--- src/rtl/axis_pkt_tx.sv ---
// axis_pkt_tx: packetising AXI4-Stream source for the PL->PS DMA stream.
// Buffers a sample flow in a FIFO and emits fixed-length TLAST-framed packets.
module axis_pkt_tx #(
  parameter int DW    = 32,
  parameter int DEPTH = 16,
  parameter int LW    = 16,
  parameter int CW    = 32
) (
  input  logic            clk_i,
  input  logic            rst_i,
  input  logic            cfg_en_i,
  input  logic [LW-1:0]   cfg_len_i,
  input  logic [DW-1:0]   smp_dat_i,
  input  logic            smp_vld_i,
  output logic [DW-1:0]   m_tdata_o,
  output logic [DW/8-1:0] m_tkeep_o,
  output logic            m_tlast_o,
  output logic            m_tvalid_o,
  input  logic            m_tready_i,
  output logic            busy_o,
  output logic [CW-1:0]   ovf_cnt_o,
  output logic [CW-1:0]   pkt_cnt_o
);

  localparam int AW = $clog2(DEPTH);

  typedef enum logic [1:0] {IDLE, RUN, FLUSH, DRAIN} state_t;
  state_t state;

  logic [DW-1:0] mem [DEPTH];
  logic [AW:0]   wr_ptr, rd_ptr, fill;
  logic          empty, full;
  logic [LW-1:0] beat_cnt, len_q, len_new, len_cur;
  logic          pkt_open, out_free, src_ok, load_fifo, load_pad, load, last_load;
  logic          drain_pop, rd_en, wr_req, wr_en, ovf, xfer, pkt_done;

  assign fill      = wr_ptr - rd_ptr;
  assign empty     = (fill == '0);
  assign full      = fill[AW];

  assign pkt_open  = (beat_cnt != '0);
  assign len_new   = (cfg_len_i == '0) ? LW'(1) : cfg_len_i;
  assign len_cur   = pkt_open ? len_q : len_new;
  assign last_load = (beat_cnt == len_cur - LW'(1));

  // A new packet may only be opened while enabled; an open one is always finished.
  assign out_free  = !m_tvalid_o || m_tready_i;
  assign src_ok    = ((state == RUN) && (cfg_en_i || pkt_open)) || ((state == FLUSH) && pkt_open);
  assign load_fifo = out_free && src_ok && !empty;
  assign load_pad  = out_free && (state == FLUSH) && pkt_open && empty;
  assign load      = load_fifo || load_pad;

  assign drain_pop = (state == DRAIN) && !empty;
  assign rd_en     = load_fifo || drain_pop;
  assign wr_req    = smp_vld_i && cfg_en_i && (state == RUN);
  assign wr_en     = wr_req && (!full || rd_en);
  assign ovf       = wr_req && full && !rd_en;
  assign xfer      = m_tvalid_o && m_tready_i;
  assign pkt_done  = !pkt_open && out_free;

  assign m_tkeep_o = '1;
  assign busy_o    = (state != IDLE) || !empty;

  always_ff @(posedge clk_i) begin
    if (wr_en) mem[wr_ptr[AW-1:0]] <= smp_dat_i;
  end

  always_ff @(posedge clk_i) begin
    if (rst_i) begin
      state      <= IDLE;
      wr_ptr     <= '0;
      rd_ptr     <= '0;
      beat_cnt   <= '0;
      len_q      <= LW'(1);
      m_tdata_o  <= '0;
      m_tlast_o  <= 1'b0;
      m_tvalid_o <= 1'b0;
      ovf_cnt_o  <= '0;
      pkt_cnt_o  <= '0;
    end else begin
      if (wr_en) wr_ptr <= wr_ptr + 1'b1;
      if (rd_en) rd_ptr <= rd_ptr + 1'b1;
      if (ovf && (ovf_cnt_o != {CW{1'b1}})) ovf_cnt_o <= ovf_cnt_o + 1'b1;
      if (xfer && m_tlast_o) pkt_cnt_o <= pkt_cnt_o + 1'b1;

      // Skid register: reload whenever it is empty or its beat leaves this cycle.
      if (load) begin
        m_tvalid_o <= 1'b1;
        m_tdata_o  <= load_fifo ? mem[rd_ptr[AW-1:0]] : '0;
        m_tlast_o  <= last_load;
        if (!pkt_open) len_q <= len_new;
        beat_cnt   <= last_load ? '0 : beat_cnt + 1'b1;
      end else if (xfer) begin
        m_tvalid_o <= 1'b0;
      end

      case (state)
        IDLE:  if (cfg_en_i) state <= RUN;
        RUN:   if (!cfg_en_i) state <= pkt_done ? DRAIN : FLUSH;
        FLUSH: if (pkt_done) state <= DRAIN;
        DRAIN: if (empty && !m_tvalid_o) state <= IDLE;
        default: state <= IDLE;
      endcase
    end
  end

endmodule

--- config.mk ---
export PLATFORM = sky130hd
export DESIGN_NAME = axis_pkt_tx
export DESIGN_NICKNAME = d
export VERILOG_FILES = /design/src/rtl/axis_pkt_tx.sv
export SDC_FILE = /design/constraint.sdc
export NUM_CORES = 1
export LEC_CHECK = 0
export CAP_MARGIN = 40
export CELL_PAD_IN_SITES_DETAIL_PLACEMENT = 0
export CELL_PAD_IN_SITES_GLOBAL_PLACEMENT = 2
export CORE_ASPECT_RATIO = 2
export CORE_MARGIN = 3
export CORE_UTILIZATION = 35
export CTS_CLUSTER_DIAMETER = 60
export DETAILED_ROUTE_END_ITERATION = 10
export HOLD_SLACK_MARGIN = 0.12
export PLACE_DENSITY = 0.69
export SYNTH_ARGS = -nofsm -noshare
export SYNTH_HDL_FRONTEND = slang
export SYNTH_SLANG_ARGS = --single-unit
export TNS_END_PERCENT = 50
--- constraint.sdc ---
create_clock -name clk_i -period 8.4 [get_ports clk_i]
set_input_delay 0.84 -clock clk_i [delete_from_list [all_inputs] [get_ports clk_i]]
set_output_delay 0.84 -clock clk_i [all_outputs]
set_load 0.1 [all_outputs]
==> impl_metrics.json <==
{
  "syn_inst": 1582,
  "yosysUniqueCellTypes": 75,
  "finalCriticalPeriod_ns": 4.79,
  "powerDensity_nw_per_um2": 213,
  "final_common_cell": "edfxtp_1",
  "initial_core_util_pct": 35.5,
  "yosysSeqAreaShare_pct": 68.7,
  "total_power_uw": 7120,
  "synth_top_area_cell": "edfxtp_1",
  "r2r-end": "beat_cnt[2]",
  "rsz0062_at_grt": "no",
  "fin_ws_ns": 3.61,
  "worstSetupStartpointType": "flop",
  "wl_per_cell_um": 22.4,
  "synth-adder-area-share_pct": 0.845,
  "num_vias": 14800,
  "hold_violations": 0,
  "cts_buffers": 59,
  "yosysTopAreaCellShare_pct": 57.7,
  "synthXorXnorAreaFrac_pct": 3.25,
  "pre_cts_ws_ns": 3.02,
  "fin_hold_ws_ns": 0.495,
  "tightest_slew_ns": 0.807,
  "max_cap_violations": 0,
  "status": "completed",
  "dieArea_um2": 79700,
  "synthSimpleGateAreaFrac_pct": 7.60,
  "drive_above_1_share_pct": 23.8,
  "yosys_warnings": 0,
  "finalClockSkew_ns": 0.0185,
  "dpl.hpwl_um": 38700,
  "reg2reg_depth": 16,
  "min_path_type": "reg2reg",
  "worstSetupPathType": "reg2reg",
  "synth_async_sr_flop_share_pct": 0,
  "r2r_slack_ns": 3.61,
  "cts_setup_buffers": 0,
  "crit_chain": "inv_1 -> ha_1 -> nor3b_1 -> and4_1 -> buf_4 -> o21ai_2 -> ha_1 -> or4b_2 -> nor2_1 -> nand2_1 -> o31ai_1 -> xor2_1 -> or4_4 -> nor4_4 -> buf_8 -> nor3_1",
  "synth_top_flop_cell": "edfxtp_1",
  "synth.mux.area_fraction_pct": 14.7,
  "cts-htree-levels": 2,
  "min_period_over_period_pct": 57.1,
  "synth_top_family_by_area": "multiplexers",
  "io-pin-count": 156,
  "wl_um": 65000,
  "cts-root-buf": "clkbuf_16",
  "crit_end": "beat_cnt[2]",
  "synth_edf_count": 512,
  "max-clock-path-buffers": 3,
  "crit_arrival_ns": 5.31,
  "antenna_left": 0,
  "io_buffers": 151,
  "total_leakage_power_uw": 0.0105,
  "synth_compound_area_share_pct": 3.23,
  "final_cell_mix": "512 x edfxtp_1, 160 x mux4_2, 150 x clkdlybuf4s50_1",
  "slew_headroom_pct": 45.8,
  "setup_viol": 0,
  "grt_usage_pct": 16.3,
  "fp.coreArea_um2": 75200,
  "grt_pass1_wl_um": 98500,
  "critPathCaptureType": "flop",
  "holdBufCountCts": 0,
  "tns_ns": 0,
  "dr.pass1.iters": 5,
  "fin_nets": 1919,
  "antenna_found_initial": 4,
  "critPathRequiredTime_ns": 8.91,
  "final_cells": 2908,
  "overflow": 0,
  "ir_drop_v": 0.000146,
  "syn_area_um2": 26700,
  "die_y_um": 396,
  "ys_ff_latch": 658,
  "slowest_stage": "or4b_2",
  "clock_latency_ns": 0.64,
  "drv_slew": 0,
  "syn_to_final_growth_pct": 25.6,
  "cts_tree": "done",
  "worst-path-max-fanout": 23,
  "cts_sinks": 658,
  "rows": 142,
  "timing.rr.start": "beat_cnt[0]",
  "grt_pass1_vias": 15600,
  "synthTopCellsByArea": "edfxtp_1 58%, mux4_2 14%, dfxtp_1 11%",
  "place.gp.congestion": 0.775,
  "routed_via_density": 5.08,
  "cp-startpoint": "beat_cnt[0]",
  "drtIter0Drc": 1010,
  "fp.dieW_um": 201,
  "fmax_mhz": 209,
  "grt_max_degree": 82,
  "clk_pin_slew_ns": 0.07,
  "ctsResizeCount": 0,
  "crit_top_cell": "ha_1",
  "critPathMaxStageDelay_ns": 0.64,
  "placedCellCount": 2795,
  "postSynthAreaPerCell_um2": 16.8,
  "drc_errors": 0
}
[registers in the layout, indices dropped and copies added (netlist names), 5 cells and up, named ones only]
signal and cells:
pkt_cnt_o 32, rd_ptr 5, len_q 16, wr_ptr 5, ovf_cnt_o 32, mem 512, m_tdata_o 32, beat_cnt 16
[worst min-delay path by stage]
stage / to / from / cells after the start
after floorplan: len_q[11] / len_q[11] / 2
after CTS: pkt_cnt_o[31] / pkt_cnt_o[31] / 2
after global routing: pkt_cnt_o[13] / pkt_cnt_o[13] / 2
after global placement: pkt_cnt_o[31] / pkt_cnt_o[31] / 2
after detailed placement: pkt_cnt_o[31] / pkt_cnt_o[31] / 2
final: pkt_cnt_o[31] / pkt_cnt_o[31] / 2
[cell type report]
cell class,count,area [µm²]
Timing Repair Buffer,284,3740
Fill cell,6486,41700
Tap cell,1008,1260
Multi-Input combinational cell,815,8030
Antenna cell,1,2.50
Clock inverter,35,435
Inverter,30,113
Clock buffer,77,1590
Sequential cell,658,18300
[worst max-delay path: cells and delay by family (launching register included)]
| family | cells | cell delay [ns] |
|---|---|---|
| AO/OA/AOI/OAI | 2 | 0.50 |
| adder cells (fa/ha/maj) | 2 | 0.54 |
| buffers and inverters | 3 | 0.56 |
| AND/OR/NAND/NOR | 8 | 2.47 |
| XOR/XNOR | 1 | 0.12 |
| flip-flops | 1 | 0.46 |
[report_power, final]
group / switching (µW) / internal [µW] / total, µW
combinational: 407 / 313 / 720
clock: 1230 / 1600 / 2820
sequential: 30.8 / 3540 / 3570
[stage by stage]
| stage | area [µm²] | utilization [%] |
|---|---|---|
| 3_3_place_gp | 29400 | 39.2 |
| 3_5_place_dp | 31500 | 41.9 |
| 5_1_grt | 33500 | 44.6 |
| 2_1_floorplan | 26700 | - |
| 6_report | 33500 | 44.6 |
| 4_1_cts | 33500 | 44.6 |
[cell usage after synthesis, drive strengths merged (3+ instances only)]
library cell  number
a31oi              3
or2                5
nand2b             7
or4                8
dfxtp            146
nand3             31
clkbuf            51
buf               31
a22oi             35
a41oi              3
mux2i             27
nor4              17
mux4             160
nor2             146
nor3              44
o22ai              4
nand2             51
o311ai             3
or3               21
and3              17
xnor2             60
mux2               3
edfxtp           512
a21oi             24
a211oi             3
and4               3
inv               30
nand4             13
o21ai             22
xor2              38
ha                18
nand3b             8
[metal layers]
metal | vias to the layer above | GRT usage, % | wire, µm
li1 | 6726 | - | -
met1 | 7612 | 18.6 | 24700
met2 | 331 | 31.1 | 35700
met3 | 100 | 2.65 | 2760
met4 | 6 | 4.99 | 1790
met5 | - | 0 | 47
[logic make-up after synthesis]
kind of cell	count (synthesis)
multiplexers	190
XOR/XNOR	98
AND/OR/NAND/NOR	382
AO/OA/AOI/OAI	123
adder cells (fa/ha/maj)	18
flip-flops	658
other	1
buffers and inverters	112
No activity file was read; power rests on OpenSTA's default activity.
